[config.mk]
export PLATFORM = sky130hd
export DESIGN_NAME = ht_stf_seq
export DESIGN_NICKNAME = d
export VERILOG_FILES = /design/src/rtl/ht_stf_seq.sv
export SDC_FILE = /design/constraint.sdc
export NUM_CORES = 1
export LEC_CHECK = 0
export ABC_AREA = 0
export CELL_PAD_IN_SITES_DETAIL_PLACEMENT = 1
export CELL_PAD_IN_SITES_GLOBAL_PLACEMENT = 1
export CORE_MARGIN = 1.5
export CORE_UTILIZATION = 36
export CTS_CLUSTER_DIAMETER = 40
export CTS_CLUSTER_SIZE = 10
export DETAILED_ROUTE_END_ITERATION = 6
export PLACE_DENSITY_LB_ADDON = 0.3
export SYNTH_ARGS = -nofsm -noshare
export SYNTH_HDL_FRONTEND = slang
export SYNTH_SLANG_ARGS = --single-unit
[constraint.sdc]
create_clock -name clk -period 2.51 [get_ports clk]
set_clock_uncertainty 0.05 [all_clocks]
set_input_delay 0.753 -clock clk [delete_from_list [all_inputs] [get_ports clk]]
set_output_delay 0.753 -clock clk [all_outputs]
set_load 0.01 [all_outputs]
[src/rtl/ht_stf_seq.sv]
// ht_stf_seq
// Plays the 16-entry HT-STF sample ROM as a streaming I/Q burst of
// 16*N_REP samples behind a valid/ready output register. The ROM is read
// combinationally at rom_addr, and each sample is captured into m_tdata
// when it is first presented. A captured sample then holds until
// downstream accepts it.
module ht_stf_seq #(
  parameter int N_REP = 5            // STF periods per burst, legal 1..7
) (
  input  logic        clk,
  input  logic        phy_tx_arestn,
  input  logic        start,
  input  logic        abort,
  output logic [3:0]  rom_addr,
  input  logic [31:0] rom_dout,
  output logic [31:0] m_tdata,
  output logic        m_tvalid,
  input  logic        m_tready,
  output logic        m_tlast,
  output logic        busy,
  output logic        done
);

  typedef enum logic {
    ST_IDLE = 1'b0,
    ST_RUN  = 1'b1
  } state_t;

  // Index of the final sample in the burst; m_tlast is loaded with the
  // sample whose index matches it.
  localparam logic [6:0] LP_LAST_IDX = 7'(16 * N_REP - 1);

  state_t      r_state, w_state_nxt;
  logic [6:0]  r_idx, w_idx_nxt;
  logic [31:0] r_tdata, w_tdata_nxt;
  logic        r_tvalid, w_tvalid_nxt;
  logic        r_tlast, w_tlast_nxt;
  logic        r_done, w_done_nxt;
  logic        w_hs;

  assign w_hs = r_tvalid & m_tready;

  // Next-state and next-output logic. abort wins over start and over a
  // handshake in the same cycle.
  always_comb begin
    // NOTE: every signal gets its hold value first, so no path through the
    // case below can leave one unassigned and infer a latch.
    w_state_nxt  = r_state;
    w_idx_nxt    = r_idx;
    w_tdata_nxt  = r_tdata;
    w_tvalid_nxt = r_tvalid;
    w_tlast_nxt  = r_tlast;
    w_done_nxt   = 1'b0;

    if (abort) begin
      w_state_nxt  = ST_IDLE;
      w_idx_nxt    = 7'd0;
      w_tvalid_nxt = 1'b0;
      w_tlast_nxt  = 1'b0;
    end else begin
      case (r_state)
        ST_IDLE: begin
          if (start) begin
            // idx is 0 in IDLE, so rom_dout already shows entry 0.
            w_tdata_nxt  = rom_dout;
            w_tvalid_nxt = 1'b1;
            w_tlast_nxt  = 1'b0;             // a burst is never 1 sample long
            w_idx_nxt    = 7'd1;
            w_state_nxt  = ST_RUN;
          end
        end
        ST_RUN: begin
          if (w_hs) begin
            if (r_tlast) begin
              w_tvalid_nxt = 1'b0;
              w_tlast_nxt  = 1'b0;
              w_done_nxt   = 1'b1;
              w_idx_nxt    = 7'd0;
              w_state_nxt  = ST_IDLE;
            end else begin
              // rom_addr follows idx[3:0], so the address wraps 15->0 on
              // its own while idx[6:4] counts periods.
              w_tdata_nxt = rom_dout;
              w_tlast_nxt = (r_idx == LP_LAST_IDX);
              w_idx_nxt   = r_idx + 7'd1;
            end
          end
        end
        default: begin
          w_state_nxt = ST_IDLE;
        end
      endcase
    end
  end

  // State and output registers, cleared as soon as reset is asserted.
  always_ff @(posedge clk or negedge phy_tx_arestn) begin
    if (!phy_tx_arestn) begin
      r_state  <= ST_IDLE;
      r_idx    <= 7'd0;
      r_tdata  <= 32'd0;
      r_tvalid <= 1'b0;
      r_tlast  <= 1'b0;
      r_done   <= 1'b0;
    end else begin
      // NOTE: non-blocking assignments here, so every register updates from
      // the values computed before the edge.
      r_state  <= w_state_nxt;
      r_idx    <= w_idx_nxt;
      r_tdata  <= w_tdata_nxt;
      r_tvalid <= w_tvalid_nxt;
      r_tlast  <= w_tlast_nxt;
      r_done   <= w_done_nxt;
    end
  end

  assign rom_addr = r_idx[3:0];
  assign m_tdata  = r_tdata;
  assign m_tvalid = r_tvalid;
  assign m_tlast  = r_tlast;
  assign busy     = (r_state == ST_RUN);
  assign done     = r_done;

endmodule

== Yosys cells after proc, flatten, opt, wreduce, memory -nomap -nowiden ==
Index checks and enable logic that the tools add are counted.

* Input bits: 37
* Output and inout port bits: 40
* Register bits: 43

* Bitwise operators: 3
* Reduce and logical (&&, ||, !) cells: 3
* Multiplexer cells: 28
* Eq/ne operators: 7
* Add/sub/neg operators: 1

{| class="wikitable"
|+ Operator list
! cell !! count
|-
| $mux W32 || 3
|-
| $pmux W32 S2 || 1
|-
| $mux W7 || 4
|-
| $mux W1 || 16
|-
| $pmux W7 S2 || 1
|-
| $add A7 B1 Y7 const B || 1
|-
| $eq A7 B7 Y1 const B || 1
|-
| $ne A3 B2 Y1 const B || 2
|-
| $pmux W1 S2 || 3
|-
| $ne A2 B2 Y1 const B || 2
|-
| $reduce_and A4 Y1 || 1
|-
| $ne A3 B3 Y1 const B || 1
|-
| $reduce_and A3 Y1 || 1
|-
| $ne A2 B1 Y1 const B || 1
|-
| $not A1 Y1 || 2
|-
| $reduce_and A2 Y1 || 1
|-
| $and A1 B1 Y1 || 1
|}

== Logic depth before layout (Yosys ltp) ==
* Depth after elaboration: 5
* Gate-level depth with buffers: 5
* Depth with buffers taken out: 5

== Worst setup path before layout ==
OpenSTA, ideal clock, no wires.

* Path kind: input port to flip-flop
* From: input port abort
* To: register r_tlast, in the netlist m_tlast
* Data arrival time: 1820 ps
* Path buffers: 1
* Stages: 4
* Path slack: 566 ps
* Path through: buf_6 > or3b_4 > or4_4 > o21ai_2

* Word-level cells in the longest chain between the ends: 2
* Elaborated cells on any way between the ends: 4

{| class="wikitable"
|+ RTL lines
! item !! line !! text
|-
| from (decl) || 13 || <nowiki>input logic abort,</nowiki>
|-
| $ne A3 B2 Y1 (no source line) / $ne A3 B3 Y1 (equally long branches) || n/a ||
|-
| $reduce_and A2 Y1 (no source line) || n/a ||
|-
| to (signal assigned) || 112 || <nowiki>r_tlast <= w_tlast_nxt;</nowiki>
|-
| to (decl) || 37 || <nowiki>logic r_tlast, w_tlast_nxt;</nowiki>
|}

Several ways; a longest one is shown, not always the timed one.
A chain may end at the register's enable or synchronous reset.

== Worst setup path in the final report ==
* From: register r_tlast, in the netlist m_tlast
* To: output port m_tlast

{| class="wikitable"
|+ RTL lines
! item !! line !! text
|-
| to (decl) || 19 || <nowiki>output logic m_tlast,</nowiki>
|}

No word-level cell between the ends.

==> run metrics <==
Initial Utilization=37.5%; Mean Syn Cell Area=14.4 sq um; Slew Limit Fails=0; min Tclk post-route=2.22 ns; DRT Pass-1 Iters=4; total power=2070 uW; DRT iter0 DRCs=48; number of nets with antenna violations after routing=0; final wirelength=4.89 mm; TNS Setup=0 ns; Crit path largest cell delay=0.60 ns; worst slew pin tran=0.452 ns; sequential share of the synthesized area=56.2%; number of global-route vias before repair=1450; Buf+Inv Stages, Crit Path=1; status=complete, no violations; Cell Chain, Critical Path=clkdlybuf4s50_1; Pwr per Cell Area=721 nW/um^2; crit path max fanout=9; post-synthesis cell count=133; CP required=1.71 ns; post-CTS sizing=0; Hold Vio Cnt, Final=0; clock root buffer=clkbuf_8; mapped cell area=1920 sq um; Remaining DRCs=0; Fmax achieved=0.451 GHz; setup bufs post-CTS=0; VDD IR max=0.000329 V; grt ovf=0; max cap viols=0; total number of vias=1365; cell taking the most area after synthesis=dfrtp_1; Final Cell Area=2870 sq um; TritonCTS clock tree=built; RSZ-0062 raised after global routing=no; Slowest-stage cell, CP=clkdlybuf4s50_1; area fraction of the dominant cell type after synthesis=56.2%; fin nets=251; via/cell ratio=4.81; CTS Sinks=43; Worst path top cell family by delay=buffers and inverters; Critical Path AT=1.41 ns; initial antenna violation count=0; Worst-Skew Late Latency=0.30 ns; synth warn=0; per-cell routed wire length=17.2 microns; H-tree levels=2; Leak=0.00121 uW; DIE AREA=5770 sq um; cts hold-fix bufs=0; Clock Tree Buf Depth=2; Syn-to-layout area delta=49.6%; Min Hold Slack=0.331 ns; port buffer count=76; most frequent cells in the layout=clkdlybuf4s50_1, dfrtp_1, mux2_4; diode count=0; Cell variety after synth=31; Tcrit/Tclk final=88.3%; num ports=77; gr usage total=17.8%; DP HPWL=3.67 mm; Synth Net Count=171; CTS Buf Count=5; die height=75.9 microns; CP endpoint kind=primary output; Hold Crit Class=in2async; largest net degree at the start of global routing=26; relative slew slack=69.9%; cells taking the most area after synthesis=dfrtp_1, mux2_4, mux2_2; layout cells sized above 1=24.3%; Clock Pin Slew Worst Setup and Hold Paths=0.09 ns; CP startpoint kind=flop; flops & latches, synth=43; # rows=26; first-pass GRT wire length=7.87 mm; most common cell after layout, fill and taps aside=clkdlybuf4s50_1; type of the worst setup path=reg2out; gpl congestion=0.737; final setup fails=0; Core ar.=5110 sq um; chip width=75.9 microns; Placed Area=2730 sq um
## per-layer routing
metal	share of wire, %	GRT usage, %
met1	42	21.7
met2	52	30.7
met3	4.2	4.46
met4	1.9	6.30
met5	0	0
## registers in the layout, indices dropped and copies added (netlist names)
register / flops
busy: 1
m_tlast: 1
done: 1
m_tvalid: 1
r_idx: 7
m_tdata: 32
## cell families after synthesis
family / count (synthesis) / share of synthesized area [%]
flip-flops: 43 / 56.2
adder cells (fa/ha/maj): 1 / 0.653
multiplexers: 32 / 22.7
AO/OA/AOI/OAI: 16 / 5.55
AND/OR/NAND/NOR: 33 / 11.0
buffers and inverters: 8 / 3.92
## through the flow
step                      instances  setup WS [ns]  utilization (%)
final                           284          0.294             56.1
after CTS                       284          0.269             56.1
after global routing            284          0.228             56.1
after detailed placement        276        0.00469             53.5
after global placement          276         0.0657             53.5
after floorplan                 133          0.566                -
## power by group
| part | internal (uW) | switching (uW) | leakage (uW) | total [uW] |
|---|---|---|---|---|
| Combinational | 370 | 191 | 0.000622 | 562 |
| Sequential | 802 | 65.3 | 0.000526 | 867 |
| Clock | 398 | 240 | 0.0000654 | 638 |
| Total | 1570 | 497 | 0.00121 | 2070 |
## final cells by class
type / count / area (sq um)
sequential: 43 / 1080
tap: 70 / 87.6
fill: 522 / 2240
multi-input combinational: 82 / 764
clock inverter: 2 / 60.1
timing repair buffer: 81 / 806
clock buffer: 6 / 72.6
## final timing paths
path                       slack, ns     startpoint          end  depth (start not counted)
setup / recovery                0.29        m_tlast      m_tlast                          1
hold / removal                  0.33  phy_tx_arestn  m_tdata[31]                          1
setup reg to reg                0.77           busy  m_tdata[28]                          5
hold reg to reg                 0.46    m_tdata[23]  m_tdata[23]                          1
max in group asynchronous       1.40  phy_tx_arestn     r_idx[2]                          2
min in group clk                0.46    m_tdata[23]  m_tdata[23]                          1
## cells in the mapped netlist
cell and number:
a211oi_1 1, a21oi_4 1, nor3b_1 1, nand4_1 2, nor2_1 7, nand2b_2 1
or3b_4 1, mux2_2 10, o21ai_0 8, and3_1 1, a31oi_1 2, nor3b_4 1
ha_1 1, a21oi_1 1, nand2b_4 1, and3_4 1, or2b_1 1, or3_1 2
a2bb2oi_1 1, and2b_2 1, o21ai_2 1, buf_6 4, mux2_1 2, or4_4 1
nand4b_1 1, buf_4 4, a21o_1 1, nand2_1 8, dfrtp_1 43, nand3_1 3
mux2_4 20
(Power assumes the default switching activity.)
